$ cat src/rtl/serial_adder_pkg.sv
// Shared definitions for the multi-cycle serial add/subtract unit:
// FSM state encoding and step-counter sizing.
package serial_adder_pkg;

    typedef enum logic [1:0] {
        ST_IDLE = 2'd0,
        ST_CALC = 2'd1,
        ST_DONE = 2'd2
    } state_e;

    // A single-step unit still needs a 1-bit counter so the register is never zero-width.
    function automatic int cnt_width(input int steps);
        return (steps > 1) ? $clog2(steps) : 1;
    endfunction

endpackage

$ cat src/rtl/serial_adder_slice.sv
// Combinational ripple slice built from single-bit full-adder cells; exposes the
// carry into its top bit so the caller can derive signed overflow.
module full_adder (
    input  logic a,
    input  logic b,
    input  logic cin,
    output logic s,
    output logic cout
);
    assign s    = a ^ b ^ cin;
    assign cout = (a & b) | (cin & (a ^ b));
endmodule

module adder_slice #(
    parameter int W = 1
) (
    input  logic [W-1:0] a,
    input  logic [W-1:0] b,
    input  logic         cin,
    output logic [W-1:0] s,
    output logic         cout,
    output logic         c_msb_in
);
    logic [W:0] c;

    assign c[0] = cin;

    for (genvar i = 0; i < W; i++) begin : g_cell
        full_adder u_fa (
            .a    (a[i]),
            .b    (b[i]),
            .cin  (c[i]),
            .s    (s[i]),
            .cout (c[i+1])
        );
    end

    assign cout     = c[W];
    assign c_msb_in = c[W-1];
endmodule

$ cat src/rtl/serial_adder.sv
// Multi-cycle add/subtract: WIDTH-bit operands consumed BITS_PER_CYCLE bits per clock
// through one adder_slice, with the carry registered between slices and valid/ready handshakes.
module serial_adder
    import serial_adder_pkg::*;
#(
    parameter int WIDTH          = 8,
    parameter int BITS_PER_CYCLE = 1
) (
    input  logic             clk,
    input  logic             rst,
    input  logic             in_valid,
    output logic             in_ready,
    input  logic [WIDTH-1:0] a,
    input  logic [WIDTH-1:0] b,
    input  logic             cin,
    input  logic             sub,
    output logic             out_valid,
    input  logic             out_ready,
    output logic [WIDTH-1:0] sum,
    output logic             cout,
    output logic             overflow,
    output logic             busy
);
    localparam int STEPS = WIDTH / BITS_PER_CYCLE;
    localparam int CW    = cnt_width(STEPS);
    localparam logic [CW-1:0] LAST = CW'(STEPS - 1);

    if (WIDTH < 2 || (WIDTH % BITS_PER_CYCLE) != 0) begin : g_bad_params
        $error("serial_adder: BITS_PER_CYCLE must divide WIDTH and WIDTH must be >= 2");
    end

    state_e                state_q, state_d;
    logic [WIDTH-1:0]      a_q, a_d;
    logic [WIDTH-1:0]      b_q, b_d;
    logic [WIDTH-1:0]      sum_q, sum_d;
    logic [CW-1:0]         cnt_q, cnt_d;
    logic                  carry_q, carry_d;
    logic                  cout_q, cout_d;
    logic                  ovf_q, ovf_d;
    logic                  in_ready_q, in_ready_d;
    logic                  out_valid_q, out_valid_d;
    logic                  busy_q, busy_d;

    logic [BITS_PER_CYCLE-1:0] slice_s;
    logic                      slice_cout;
    logic                      slice_cmsb;

    // Operands shift right each step so the active slice is always the low bits.
    adder_slice #(.W(BITS_PER_CYCLE)) u_slice (
        .a        (a_q[BITS_PER_CYCLE-1:0]),
        .b        (b_q[BITS_PER_CYCLE-1:0]),
        .cin      (carry_q),
        .s        (slice_s),
        .cout     (slice_cout),
        .c_msb_in (slice_cmsb)
    );

    always_comb begin
        // NOTE: every *_d defaults to its *_q first so no path through the case leaves one unassigned (no latch).
        state_d     = state_q;
        a_d         = a_q;
        b_d         = b_q;
        sum_d       = sum_q;
        cnt_d       = cnt_q;
        carry_d     = carry_q;
        cout_d      = cout_q;
        ovf_d       = ovf_q;
        in_ready_d  = in_ready_q;
        out_valid_d = out_valid_q;
        busy_d      = busy_q;

        case (state_q)
            ST_IDLE: begin
                if (in_valid) begin
                    a_d        = a;
                    b_d        = sub ? ~b : b;
                    carry_d    = cin ^ sub;
                    cnt_d      = '0;
                    in_ready_d = 1'b0;
                    busy_d     = 1'b1;
                    state_d    = ST_CALC;
                end
            end
            ST_CALC: begin
                a_d     = a_q >> BITS_PER_CYCLE;
                b_d     = b_q >> BITS_PER_CYCLE;
                sum_d   = (sum_q >> BITS_PER_CYCLE) | (WIDTH'(slice_s) << (WIDTH - BITS_PER_CYCLE));
                carry_d = slice_cout;
                if (cnt_q == LAST) begin
                    cout_d      = slice_cout;
                    ovf_d       = slice_cout ^ slice_cmsb;
                    out_valid_d = 1'b1;
                    state_d     = ST_DONE;
                end else begin
                    cnt_d = cnt_q + 1'b1;
                end
            end
            ST_DONE: begin
                if (out_ready) begin
                    out_valid_d = 1'b0;
                    busy_d      = 1'b0;
                    in_ready_d  = 1'b1;
                    state_d     = ST_IDLE;
                end
            end
            default: state_d = ST_IDLE;
        endcase
    end

    // NOTE: sequential state uses non-blocking assignments so all flops update together on the edge.
    always_ff @(posedge clk) begin
        if (rst) begin
            state_q     <= ST_IDLE;
            a_q         <= '0;
            b_q         <= '0;
            sum_q       <= '0;
            cnt_q       <= '0;
            carry_q     <= 1'b0;
            cout_q      <= 1'b0;
            ovf_q       <= 1'b0;
            in_ready_q  <= 1'b1;
            out_valid_q <= 1'b0;
            busy_q      <= 1'b0;
        end else begin
            state_q     <= state_d;
            a_q         <= a_d;
            b_q         <= b_d;
            sum_q       <= sum_d;
            cnt_q       <= cnt_d;
            carry_q     <= carry_d;
            cout_q      <= cout_d;
            ovf_q       <= ovf_d;
            in_ready_q  <= in_ready_d;
            out_valid_q <= out_valid_d;
            busy_q      <= busy_d;
        end
    end

    assign in_ready  = in_ready_q;
    assign out_valid = out_valid_q;
    assign busy      = busy_q;
    assign sum       = sum_q;
    assign cout      = cout_q;
    assign overflow  = ovf_q;

endmodule

$ cat config.mk
export PLATFORM = sky130hd
export DESIGN_NAME = serial_adder
export DESIGN_NICKNAME = d
export VERILOG_FILES = /design/src/rtl/serial_adder_pkg.sv /design/src/rtl/serial_adder_slice.sv /design/src/rtl/serial_adder.sv
export SDC_FILE = /design/constraint.sdc
export NUM_CORES = 1
export LEC_CHECK = 0
export ABC_AREA = 1
export CAP_MARGIN = 20
export CORE_MARGIN = 3
export CORE_UTILIZATION = 57
export CTS_BUF_LIST = sky130_fd_sc_hd__clkbuf_8
export DETAILED_ROUTE_END_ITERATION = 10
export GPL_ROUTABILITY_DRIVEN = 0
export PLACE_DENSITY = 0.86
export REMOVE_ABC_BUFFERS = 1
export SYNTH_ARGS = -nofsm -noshare
export SYNTH_HDL_FRONTEND = slang
export SYNTH_SLANG_ARGS = --single-unit
$ cat constraint.sdc
create_clock -name clk -period 2.45 [get_ports clk]
set_input_delay 0.3675 -clock clk [delete_from_list [all_inputs] [get_ports clk]]
set_output_delay 0.3675 -clock clk [all_outputs]
set_load 0.005 [all_outputs]
* Word level (Yosys, flattened, before mapping)
Index checks and enable logic that the tools add are counted. W data, S select, Z words.
Word-level totals: bits in registers 35, input port bits 22, output and inout port bits 13, logic and storage cells 60
Operators by class: add/subtract/negate cells 1, equal/unequal tests 7, mux-type cells 22, bitwise operators 9, reduce and logical (&&, ||, !) cells 10
Operator list (count):
- $pmux W8 S2 | 2
- $mux W8 | 3
- $reduce_and A3 Y1 | 4
- $ne A2 B2 Y1 const B | 4
- $not A8 Y8 | 1
- $or A7 B8 Y8 | 1
- $pmux W1 S2 | 4
- $mux W1 | 6
- $mux W2 | 3
- $mux W3 | 2
- $pmux W2 S3 | 1
- $pmux W3 S2 | 1
- $reduce_bool A2 Y1 | 3
- $reduce_and A2 Y1 | 2
- $xor A1 B1 Y1 | 4
- $add A3 B1 Y3 const B | 1
- $eq A3 B3 Y1 const B | 1
- $and A1 B1 Y1 | 2
- $eq A2 B1 Y1 const B | 1
- $eq A2 B2 Y1 const B | 1
- $logic_not A2 Y1 | 1
- $or A1 B1 Y1 | 1

* Logic depth before layout (Yosys ltp)
Gate-level depths: netlist (run 1).
depth after elaboration 4, mapped depth 8, gate-level depth less buffers 7

* Modules after synthesis
Synthesis (run 1) repeated with hierarchy kept, for this count alone.
Unflattened totals: cells, all modules 268, area, all modules 1731.7 µm²
By module, submodules not included:
- serial_adder | times used 1, cells an instance 266, area each 1704.1 µm², sequential area each 700.7 µm²
- full_adder | times used 1, cells an instance 1, area each 20.0 µm², sequential area each 0.0 µm²
- adder_slice | times used 1, cells an instance 1, area each 7.5 µm², sequential area each 0.0 µm²

* Least setup slack after synthesis (run 1)
No wires, ideal clock.
path kind reg2reg, start point register carry_q, end point register ovf_q, in the netlist overflow, setup time 0.119 ns, arrival 1.060 ns, data required time 2.331 ns, slack 1.271 ns, stages on the path, launching flop included 5, buffers on the path 0, period minus slack after synthesis 1.179 ns, cells stage by stage dfxtp_1 > fa_1 > xor2_1 > nand2_1 > a21oi_1
On the way: longest elaborated chain between the ends 3
RTL lines:
- start, declared | line serial_adder.sv:37 | logic carry_q, carry_d;
- start signal, assigned | line serial_adder.sv:130 | carry_q <= carry_d;
- $and A1 B1 Y1 | line serial_adder_slice.sv:11 | assign cout = (a & b) | (cin & (a ^ b));
- $or A1 B1 Y1 | line serial_adder_slice.sv:11
- net slice_cout | line serial_adder.sv:45 | logic slice_cout;
- $xor A1 B1 Y1 | line serial_adder.sv:91 | ovf_d = slice_cout ^ slice_cmsb;
- end signal, assigned | line serial_adder.sv:132 | ovf_q <= ovf_d;
- end, declared | line serial_adder.sv:39 | logic ovf_q, ovf_d;
The timed path passes the listed nets, and every way through them passes these cells. A chain may end at the register's enable or synchronous reset.

* Worst setup path after layout (run 1)
start point register state_q[1], end point register cnt_q[1]
On the way: longest elaborated chain between the ends 3, elaborated cells on any way between the ends 7, classes of those cells eq/ne (3); mux (1); reduce/logical (3)
RTL lines:
- start, declared | line serial_adder.sv:32 | state_e state_q, state_d;
- start signal, assigned | line serial_adder.sv:125 | state_q <= state_d;
- $eq A2 B1 Y1 or $logic_not A2 Y1 (tied branches) | line serial_adder.sv:72 | case (state_q)
- $ne A2 B2 Y1 (no source line) or $reduce_bool A2 Y1 (tied branches)
- $reduce_and A3 Y1 (no source line)
- end signal, assigned | line serial_adder.sv:129 | cnt_q <= cnt_d;
- end, declared | line serial_adder.sv:36 | logic [CW-1:0] cnt_q, cnt_d;
Several ways; a longest one is shown, not always the timed one.

==> impl_results.md, run 1 <==
- Setup repair after global routing missed its margin: no
- Required time at the worst-slack endpoint: 2.68 ns
- Via count: 1605
- Die height: 60.5 um
- Power Density: 588 mW/mm2
- Worst Path Arrival: 1.75 ns
- Buffers inserted during post-CTS setup optimization: 0
- Cts-stage hold buffer count: 0
- Number of gates given a new drive strength after cts: 0
- Core outline area: 0.00281 mm2
- Clock-pin slew on the worst setup and hold paths: 0.07 ns
- Total die area: 0.00366 mm2
- Antenna violations before repair: 0
- Total area of multi-input combinational cells: 803 um2
- Total number of yosys warnings: 0
- Classification of the worst setup path: reg2reg
- First drt pass iteration count: 4
- # setup viols final: 0
- Static Leak: 1.08 nW
- Final routed DRC violation total: 0
- Depth of the CTS H-tree: 2
- Number of distinct library cell variants in the gate-level netlist after synthesis: 19
- Initial Utilization: 60.4%
- Clock Sink Count: 35
- TritonCTS clock tree: yes
- Routed met2 length: 1.53 mm
- Post-detailed-routing wire length: 3.25 mm
- Met1 layer wirelength in the final routing: 1.51 mm
- Max Freq: 656 MHz
- Max VDD drop: 0.000502 V
- I/O pin count: 35
- Site Rows: 19
- Filler cells: 235
- Fin area: 0.00213 mm2
- Flop and latch count out of synthesis: 35
- Worst slack, placed: 0.737 ns
- Max_cap viols: 0
- Ratio of cells with drive above 1 in the final layout: 4.64%
- Vias per cell: 4.82
- Grt total ovfl: 0
- Detailed-route wire length per cell: 9.77 um
- Status: finished, final reports clean
- Top metal layer carrying routed signals: met4
- Cell taking the most area after synthesis: sky130_fd_sc_hd__dfxtp_1
- Post-Syn Instances: 268
- Met3 routed WL: 179 um
- Dpl hpwl: 2.32 mm
- Mean Syn Cell Area: 6.33 um2
- Final period demand of the worst path: 1.53 ns
- Placed Area: 0.00206 mm2
- Total negative slack: 0 ns
- Proportion of synthesized chip area in sequential cells: 41.3%
- Final number of max-transition violations: 0
- Highest fanout seen on the critical path: 25
- CTS buffer count: 5
- Worst hold-check path type: reg2reg
- Global-route wire length before repair: 5.41 mm
- Area fraction of the dominant cell type after synthesis: 41.3%
- Worst setup margin: 0.925 ns
- First-iteration detailed-routing DRC count: 78
- P&R area growth vs syn: 25.5%
- Count of port buffers added during placement: 34
- Via count of the first global-routing pass: 1330
- Type of element launching the critical path: register
- Die span in x: 60.5 um
- Crit share post-route: 62.2%
- Clk buf depth: 2
- Clock latency at the later pin of the worst-skew pair: 0.29 ns
- Cell total after placement: 327
- Antenna Diode Count: 0
- Slew Limit Headroom: 52.1%
- Post-synthesis cell area: 0.00170 mm2
- Final layout net count: 329
- Total global routing track utilization: 20.0%
- Combined flip-flop and latch cell area: 701 um2
- Post-detailed-route count of antenna-violating nets: 0
- Transition time at the pin with the least slew margin: 0.717 ns
- Buffer type at the clock tree root: sky130_fd_sc_hd__clkbuf_8
- Number of cells in the finished layout apart from fillers: 333
- Final hold violation count: 0
- Post-Route Skew: 0.00482 ns
- PnR Total Power: 1.25 mW
- Maximum number of pins on one net before global-route repair: 26
- Category of the worst setup path capture point: register
- Top post-synthesis cells by area: sky130_fd_sc_hd__dfxtp_1 (41%), sky130_fd_sc_hd__nand2_1 (22%), sky130_fd_sc_hd__nor2_1 (10%)
-- per-layer routing --
layer | GRT usage, % | vias to the layer above
met4 | 10.2 | 0
met3 | 6.60 | 3
met2 | 32.9 | 39
met5 | 0 | -
li1 | - | 868
met1 | 23.3 | 695
-- report_power, final --
group	switching [mW]	internal, mW	leakage, nW
logic	0.126	0.117	0.750
registers	0.0244	0.613	0.288
clock network	0.187	0.185	0.0413
total	0.337	0.915	1.08
-- final timing paths --
check	startpoint	endpoint	slack [ns]	depth (start not counted)
max	state_q[1]	cnt_q[1]	0.92	6
min reg2reg	out_valid	out_valid	0.46	2
min	out_valid	out_valid	0.46	2
max reg2reg	state_q[1]	cnt_q[1]	0.92	6
-- Yosys cell counts --
| cell | n |
|---|---|
| sky130_fd_sc_hd__nand3b_1 | 1 |
| sky130_fd_sc_hd__nand3_1 | 11 |
| sky130_fd_sc_hd__ha_1 | 3 |
| sky130_fd_sc_hd__o21ai_0 | 9 |
| sky130_fd_sc_hd__o21ai_1 | 6 |
| sky130_fd_sc_hd__inv_2 | 2 |
| sky130_fd_sc_hd__clkinv_1 | 2 |
| sky130_fd_sc_hd__nor2_1 | 45 |
| sky130_fd_sc_hd__o21ai_2 | 1 |
| sky130_fd_sc_hd__buf_2 | 9 |
| sky130_fd_sc_hd__a21oi_1 | 7 |
| sky130_fd_sc_hd__nand2_1 | 99 |
| sky130_fd_sc_hd__fa_1 | 1 |
| sky130_fd_sc_hd__buf_4 | 1 |
| sky130_fd_sc_hd__xor2_1 | 2 |
| sky130_fd_sc_hd__clkbuf_1 | 1 |
| sky130_fd_sc_hd__dfxtp_1 | 35 |
| sky130_fd_sc_hd__nand2_2 | 1 |
| sky130_fd_sc_hd__inv_1 | 32 |
-- state kept, by name, summed over array words and instances, names as in the netlist --
register   flops
b_q            8
busy           1
out_valid      1
carry_q        1
cout           1
cnt_q          3
sum            8
overflow       1
a_q            8
in_ready       1
state_q        2
-- layout make-up --
class	count	share of cell area [%]
Tap cell	31	1.82
Clock inverter	1	0.176
Timing Repair Buffer	39	17.8
Clock buffer	5	3.23
Sequential cell	35	32.9
Inverter	36	6.35
Multi-Input combinational cell	186	37.7
-- worst max-delay path, cell delays in order (launching register included) --
cell and delay, ns:
sky130_fd_sc_hd__dfxtp_1 0.34, sky130_fd_sc_hd__inv_2 0.06, sky130_fd_sc_hd__nand2_1 0.53, sky130_fd_sc_hd__nor2_1 0.10, sky130_fd_sc_hd__nor2_1 0.28, sky130_fd_sc_hd__nor2_1 0.07, sky130_fd_sc_hd__nor2_1 0.09
-- per-stage QoR --
stage / hold WS (ns) / util [%]
2_1_floorplan: 0.437 / -
3_3_place_gp: 0.451 / 73.3
3_5_place_dp: 0.458 / 73.3
4_1_cts: 0.472 / 75.9
5_1_grt: 0.490 / 75.9
6_report: 0.465 / 75.9
-- cell families after synthesis --
group / after synthesis / share of synthesized area (%)
AND/OR/NAND/NOR: 157 / 35.9
buffers and inverters: 47 / 11.3
flip-flops: 35 / 41.3
AO/OA/AOI/OAI: 23 / 7.01
adder cells (fa/ha/maj): 4 / 3.40
XOR/XNOR: 2 / 1.03
-- cell usage in the layout (no fill, tap or decap) --
master                            instances
sky130_fd_sc_hd__inv_1                   33
sky130_fd_sc_hd__xor2_1                   2
sky130_fd_sc_hd__nand2_1                 99
sky130_fd_sc_hd__buf_4                    5
sky130_fd_sc_hd__o21ai_2                  1
sky130_fd_sc_hd__ha_1                     3
sky130_fd_sc_hd__nand2_2                  1
sky130_fd_sc_hd__a21oi_1                  7
sky130_fd_sc_hd__nand3b_1                 1
sky130_fd_sc_hd__nand3_1                 11
sky130_fd_sc_hd__fa_1                     1
sky130_fd_sc_hd__clkbuf_8                 5
sky130_fd_sc_hd__nor2_1                  45
sky130_fd_sc_hd__clkdlybuf4s50_1         34
sky130_fd_sc_hd__dfxtp_1                 35
sky130_fd_sc_hd__o21ai_0                  9
sky130_fd_sc_hd__o21ai_1                  6
sky130_fd_sc_hd__clkinv_1                 2
sky130_fd_sc_hd__inv_2                    2
No activity file was read; power rests on OpenSTA's default activity.
==> run 2: changes to the inputs <==
Settings changed: CORE_UTILIZATION 57 to 47, PLACE_DENSITY 0.86 to 0.75.
Clock period 2.45 ns to 1.39 ns, I/O delays scaled along.
==> run 2 against run 1 <==
Compared with the run above:
- cell count rose by 6.0%
- first-iteration DRC count down 23%
- clock-buffer cell count stayed put
- via count increased by 1.5%
- die area is 19% higher
- power rose by 78%
- setup slack worse by 0.87 ns
- sequential power up 76%
- global-route usage down 2.0 points
- critical path type is now reg2out
- register-to-register slack got worse by 0.77 ns
- clock skew shrank 0.0010 ns
- highest routed layer unchanged
- combinational power increased by 83%
==> impl_results.md, run 2 (synthesis results as in run 1) <==
- Setup repair after global routing missed its margin: no
- Power Density: 1010 mW/mm2
- CTS buffer count: 5
- Category of the worst setup path capture point: output port
- PnR Total Power: 2.22 mW
- Count of port buffers added during placement: 34
- Transition time at the pin with the least slew margin: 0.224 ns
- Max Freq: 747 MHz
- Status: finished, final reports clean
- Site Rows: 21
- Delay of the slowest cell on the worst path: 0.50 ns
- Final number of max-transition violations: 0
- Worst Path Arrival: 1.13 ns
- Bufs and invs on worst path: 1
- Fin area: 0.00220 mm2
- Cts-stage hold buffer count: 0
- # setup viols final: 0
- Crit share post-route: 96.3%
- Clk buf depth: 2
- Post-Route Skew: 0.00382 ns
- Core outline area: 0.00342 mm2
- Total die area: 0.00436 mm2
- Final layout net count: 334
- Max_cap viols: 0
- Worst hold-check path type: reg2reg
- Cell with the biggest individual delay on the critical path: sky130_fd_sc_hd__clkdlybuf4s50_1
- Required time at the worst-slack endpoint: 1.18 ns
- Die height: 66.1 um
- Number of cells in the finished layout apart from fillers: 353
- Via count of the first global-routing pass: 1449
- Final routed DRC violation total: 0
- Static Leak: 1.15 nW
- Cell total after placement: 347
- Design internal power: 1.63 mW
- Ratio of cells with drive above 1 in the final layout: 7.82%
- Slew Limit Headroom: 85.1%
- Sequential fraction of design power: 50.6%
- Clock latency at the later pin of the worst-skew pair: 0.29 ns
- First-iteration detailed-routing DRC count: 60
- Logic pwr share: 20.0%
- Maximum number of pins on one net before global-route repair: 25
- Clock-pin slew on the worst setup and hold paths: 0.06 ns
- Vias per cell: 4.61
- Placed Area: 0.00211 mm2
- Cells along the critical path: clkdlybuf4s50_1
- TritonCTS clock tree: yes
- Final period demand of the worst path: 1.34 ns
- Commonest cells after routing, fill and taps aside: sky130_fd_sc_hd__nand2_1 (99), sky130_fd_sc_hd__nor2_1 (43), sky130_fd_sc_hd__inv_1 (33)
- Global-route wire length before repair: 5.97 mm
- Post-detailed-routing wire length: 3.38 mm
- Type of element launching the critical path: register
- First drt pass iteration count: 4
- Die span in x: 66.1 um
- Antenna Diode Count: 0
- Via count: 1629
- Sw frac: 26.9%
- Highest fanout seen on the critical path: 2
- Grt total ovfl: 0
- Dpl hpwl: 2.51 mm
- P&R area growth vs syn: 29.8%
- Top cell family by delay on the critical path: buffers and inverters
- Final hold violation count: 0
- Initial Utilization: 49.6%
- Buffer type at the clock tree root: sky130_fd_sc_hd__clkbuf_8
- Most common library cell in the layout ignoring fill and taps: sky130_fd_sc_hd__nand2_1
- Post-detailed-route count of antenna-violating nets: 0
- Classification of the worst setup path: reg2out
- Max VDD drop: 0.000648 V
- Antenna violations before repair: 0
- Buffers inserted during post-CTS setup optimization: 0
- I/O pin count: 35
- Total global routing track utilization: 18.0%
- Share of power burned in the clock network: 29.5%
- Net switching component of the power: 0.597 mW
- Depth of the CTS H-tree: 2
- Detailed-route wire length per cell: 9.58 um
- Clock Sink Count: 35
- Filler cells: 334
run 2: area by class of cell:
cell class | count | area, um2 | share of cell area [%]
clock buffers | 5 | 68.8 | 3.13
flip-flops and latches | 35 | 704 | 32.0
multi-input cells | 186 | 808 | 36.7
well taps | 46 | 57.6 | 2.62
clock inverters | 1 | 3.75 | 0.171
inverters | 36 | 135 | 6.14
repair buffers | 44 | 423 | 19.2
run 2: metal layers:
| metal | up-vias | GRT usage (%) | part of all wire [%] | wire length [um] |
|---|---|---|---|---|
| met2 | 32 | 29.3 | 48 | 1620 |
| met3 | 6 | 6.63 | 4.4 | 148 |
| met5 | - | 0 | 0 | 0 |
| li1 | 882 | - | - | - |
| met1 | 709 | 21.5 | 46 | 1550 |
| met4 | 0 | 6.85 | 1.8 | 61 |
run 2: path summary, 6_finish.rpt:
check           from  cells past startpoint  slack (ns)  endpoint
min reg2reg   b_q[7]                      2        0.47    b_q[7]
max reg2reg  carry_q                      4        0.15  overflow
max             cout                      1        0.05      cout
min           b_q[7]                      2        0.47    b_q[7]
run 2: power groups by stage:
stage                     clock network (mW)  registers [mW]  logic, mW
after floorplan                            0            1.14      0.244
after global placement                     0            1.14      0.438
after detailed placement                   0            1.14      0.447
after CTS                              0.678            1.12      0.449
after global routing                   0.721            1.13      0.518
final                                  0.656            1.12      0.444
run 2: through the flow:
| step | setup TNS (ns) | setup WS (ns) | hold slack, ns | utilization [%] |
|---|---|---|---|---|
| 3_5_place_dp | -0.0118 | -0.00647 | 0.458 | 61.8 |
| 5_1_grt | 0 | 0.00412 | 0.481 | 64.4 |
| 4_1_cts | 0 | 0.0147 | 0.469 | 64.0 |
| 6_report | 0 | 0.0513 | 0.466 | 64.4 |
| 3_3_place_gp | 0 | 0.0359 | 0.451 | 61.8 |
| 2_1_floorplan | -1.28 | -0.180 | 0.278 | - |
run 2: timing repair:
| action | 4_1_cts | 5_1_grt |
|---|---|---|
| resized for setup | 0 | 8 |
| endpoints found under the setup margin | 0 | 12 |
| hold endpoints to repair | 0 | 0 |
run 2: worst register-to-register path: stages, from the launching register on:
cell                      delay [ns]
sky130_fd_sc_hd__dfxtp_1        0.34
sky130_fd_sc_hd__fa_1           0.48
sky130_fd_sc_hd__xor2_1         0.17
sky130_fd_sc_hd__nand2_1        0.07
sky130_fd_sc_hd__a21oi_1        0.11
==> run 3: changes to the inputs <==
Settings changed: SETUP_SLACK_MARGIN from default to 0.5.
==> run 3 against run 2 <==
Compared with the run above:
- via count up 13%
- fmax is 15% higher
- utilization grew 16 points
- clock power up 5.6%
- sequential share of layout area is 5.4 points lower
- power up 14%
- flip-flop and latch count is the same
- clock skew barely moved
- non-clock buffer count up 23
- die area unchanged
==> impl_results.md, run 3 (synthesis results as in run 1) <==
- Via count of the first global-routing pass: 1678
- Cell total after placement: 347
- Clock-pin slew on the worst setup and hold paths: 0.07 ns
- Worst hold-check path type: reg2reg
- Sw frac: 30.1%
- Grt total ovfl: 0
- Share of power burned in the clock network: 27.4%
- First drt pass iteration count: 4
- Sequential fraction of design power: 45.1%
- Clock Sink Count: 35
- Max_cap viols: 0
- Initial Utilization: 49.6%
- Depth of the CTS H-tree: 2
- Setup repair after global routing missed its margin: yes
- Antenna violations before repair: 0
- Launch instance of the worst register-to-register path: state_q[0]
- Final layout net count: 357
- CTS buffer count: 5
- Cell depth of the worst min-delay path: 2
- Global-route wire length before repair: 7.20 mm
- Count of port buffers added during placement: 34
- Design internal power: 1.77 mW
- Final period demand of the worst path: 1.17 ns
- Via count: 1848
- Total die area: 0.00436 mm2
- Cells on worst reg2reg path: 6
- Crit share post-route: 83.9%
- Type of element launching the critical path: register
- Dpl hpwl: 2.51 mm
- Final routed DRC violation total: 0
- Logic pwr share: 27.6%
- Ratio of cells with drive above 1 in the final layout: 39.7%
- Die height: 66.1 um
- Clk buf depth: 2
- # setup viols final: 0
- Detailed-route wire length per cell: 13.2 um
- Die span in x: 66.1 um
- Antenna Diode Count: 0
- Net switching component of the power: 0.764 mW
- Worst hold margin: 0.461 ns
- First-iteration detailed-routing DRC count: 77
- TritonCTS clock tree: yes
- Site Rows: 21
- Max VDD drop: 0.000666 V
- Startpoint of the most critical hold path: busy
- Vias per cell: 4.91
- P&R area growth vs syn: 62.3%
- Worst slack, placed: -0.00647 ns
- Maximum number of pins on one net before global-route repair: 15
- Post-Route Skew: 0.00416 ns
- Required time at the worst-slack endpoint: 1.62 ns
- Worst setup margin: 0.224 ns
- Total global routing track utilization: 21.9%
- Post-detailed-route count of antenna-violating nets: 0
- Category of the worst setup path capture point: register
- Buffer type at the clock tree root: sky130_fd_sc_hd__clkbuf_8
- Endpoint of the most critical register-to-register path: sum[3]
- Clock latency at the later pin of the worst-skew pair: 0.30 ns
- I/O pin count: 35
- Post-detailed-routing wire length: 4.96 mm
- Classification of the worst setup path: reg2reg
- Cts-stage hold buffer count: 0
- Commonest cells after routing, fill and taps aside: sky130_fd_sc_hd__nand2_1 (76), sky130_fd_sc_hd__nor2_1 (36), sky130_fd_sc_hd__inv_1 (31)
- Slew Limit Headroom: 83.1%
- Worst R2R Setup Slack: 0.22 ns
- Number of cells in the finished layout apart from fillers: 376
- Status: finished, final reports clean
- Most common library cell in the layout ignoring fill and taps: sky130_fd_sc_hd__nand2_1
- Final number of max-transition violations: 0
- End point of the worst hold path: busy
- Core outline area: 0.00342 mm2
- Power Density: 921 mW/mm2
- Max Freq: 858 MHz
- Worst Path Arrival: 1.39 ns
- Highest fanout seen on the critical path: 6
- Final hold violation count: 0
- Transition time at the pin with the least slew margin: 0.253 ns
- Static Leak: 1.40 nW
run 3: cell type report:
type                    instances  area [um2]
multi-input cells             186        1070
flip-flops and latches         35         732
repair buffers                 67         668
fillers                       214         664
inverters                      36         149
clock buffers                   5        68.8
well taps                      46        57.6
clock inverters                 1        3.75
run 3: power by group through the flow:
stage / Clock (mW) / Combinational (mW) / Sequential, mW
global route: 0.743 / 0.766 / 1.15
detailed placement: 0 / 0.447 / 1.14
global placement: 0 / 0.438 / 1.14
finish: 0.693 / 0.699 / 1.14
CTS: 0.678 / 0.569 / 1.13
floorplan: 0 / 0.244 / 1.14
run 3: worst max-delay path by stage:
stage | start | to | slack (ns)
2_1_floorplan | state_q[0] | cnt_q[1] | -0.18
3_3_place_gp | in_valid | b_q[1] | 0.04
4_1_cts | a_q[0] | overflow | 0.27
5_1_grt | state_q[0] | cout | 0.14
3_5_place_dp | in_valid | b_q[6] | -0.006
6_report | state_q[0] | sum[3] | 0.22
run 3: routing by layer:
metal  GRT usage, %  vias up  share of wire (%)
li1               -      935                  -
met1           24.9      856                 41
met2           38.5       47                 53
met3           7.14       10                4.8
met4           6.85        0                1.9
met5              0        -                  0
run 3: timing repair:
item,CTS,global route
setup buffers,9,9
pin swaps,26,21
setup endpoints to repair,47,48
gates resized for setup,134,46
cloned,3,2
run 3: worst max-delay path: stages (launching register included):
cell and delay, ns:
sky130_fd_sc_hd__dfxtp_4 0.40, sky130_fd_sc_hd__inv_6 0.05, sky130_fd_sc_hd__nor2_4 0.21, sky130_fd_sc_hd__buf_6 0.18
sky130_fd_sc_hd__buf_6 0.10, sky130_fd_sc_hd__nor2_2 0.03, sky130_fd_sc_hd__nor2_1 0.11
run 3: through the flow:
stage | instance area [um2] | power (mW) | TNS [ns] | util (%)
floorplan | 1640 | 1.38 | -1.28 | -
global placement | 2110 | 1.58 | 0 | 61.8
detailed placement | 2110 | 1.59 | -0.0118 | 61.8
CTS | 2480 | 2.38 | 0 | 72.7
global route | 2750 | 2.66 | 0 | 80.5
finish | 2750 | 2.53 | 0 | 80.5
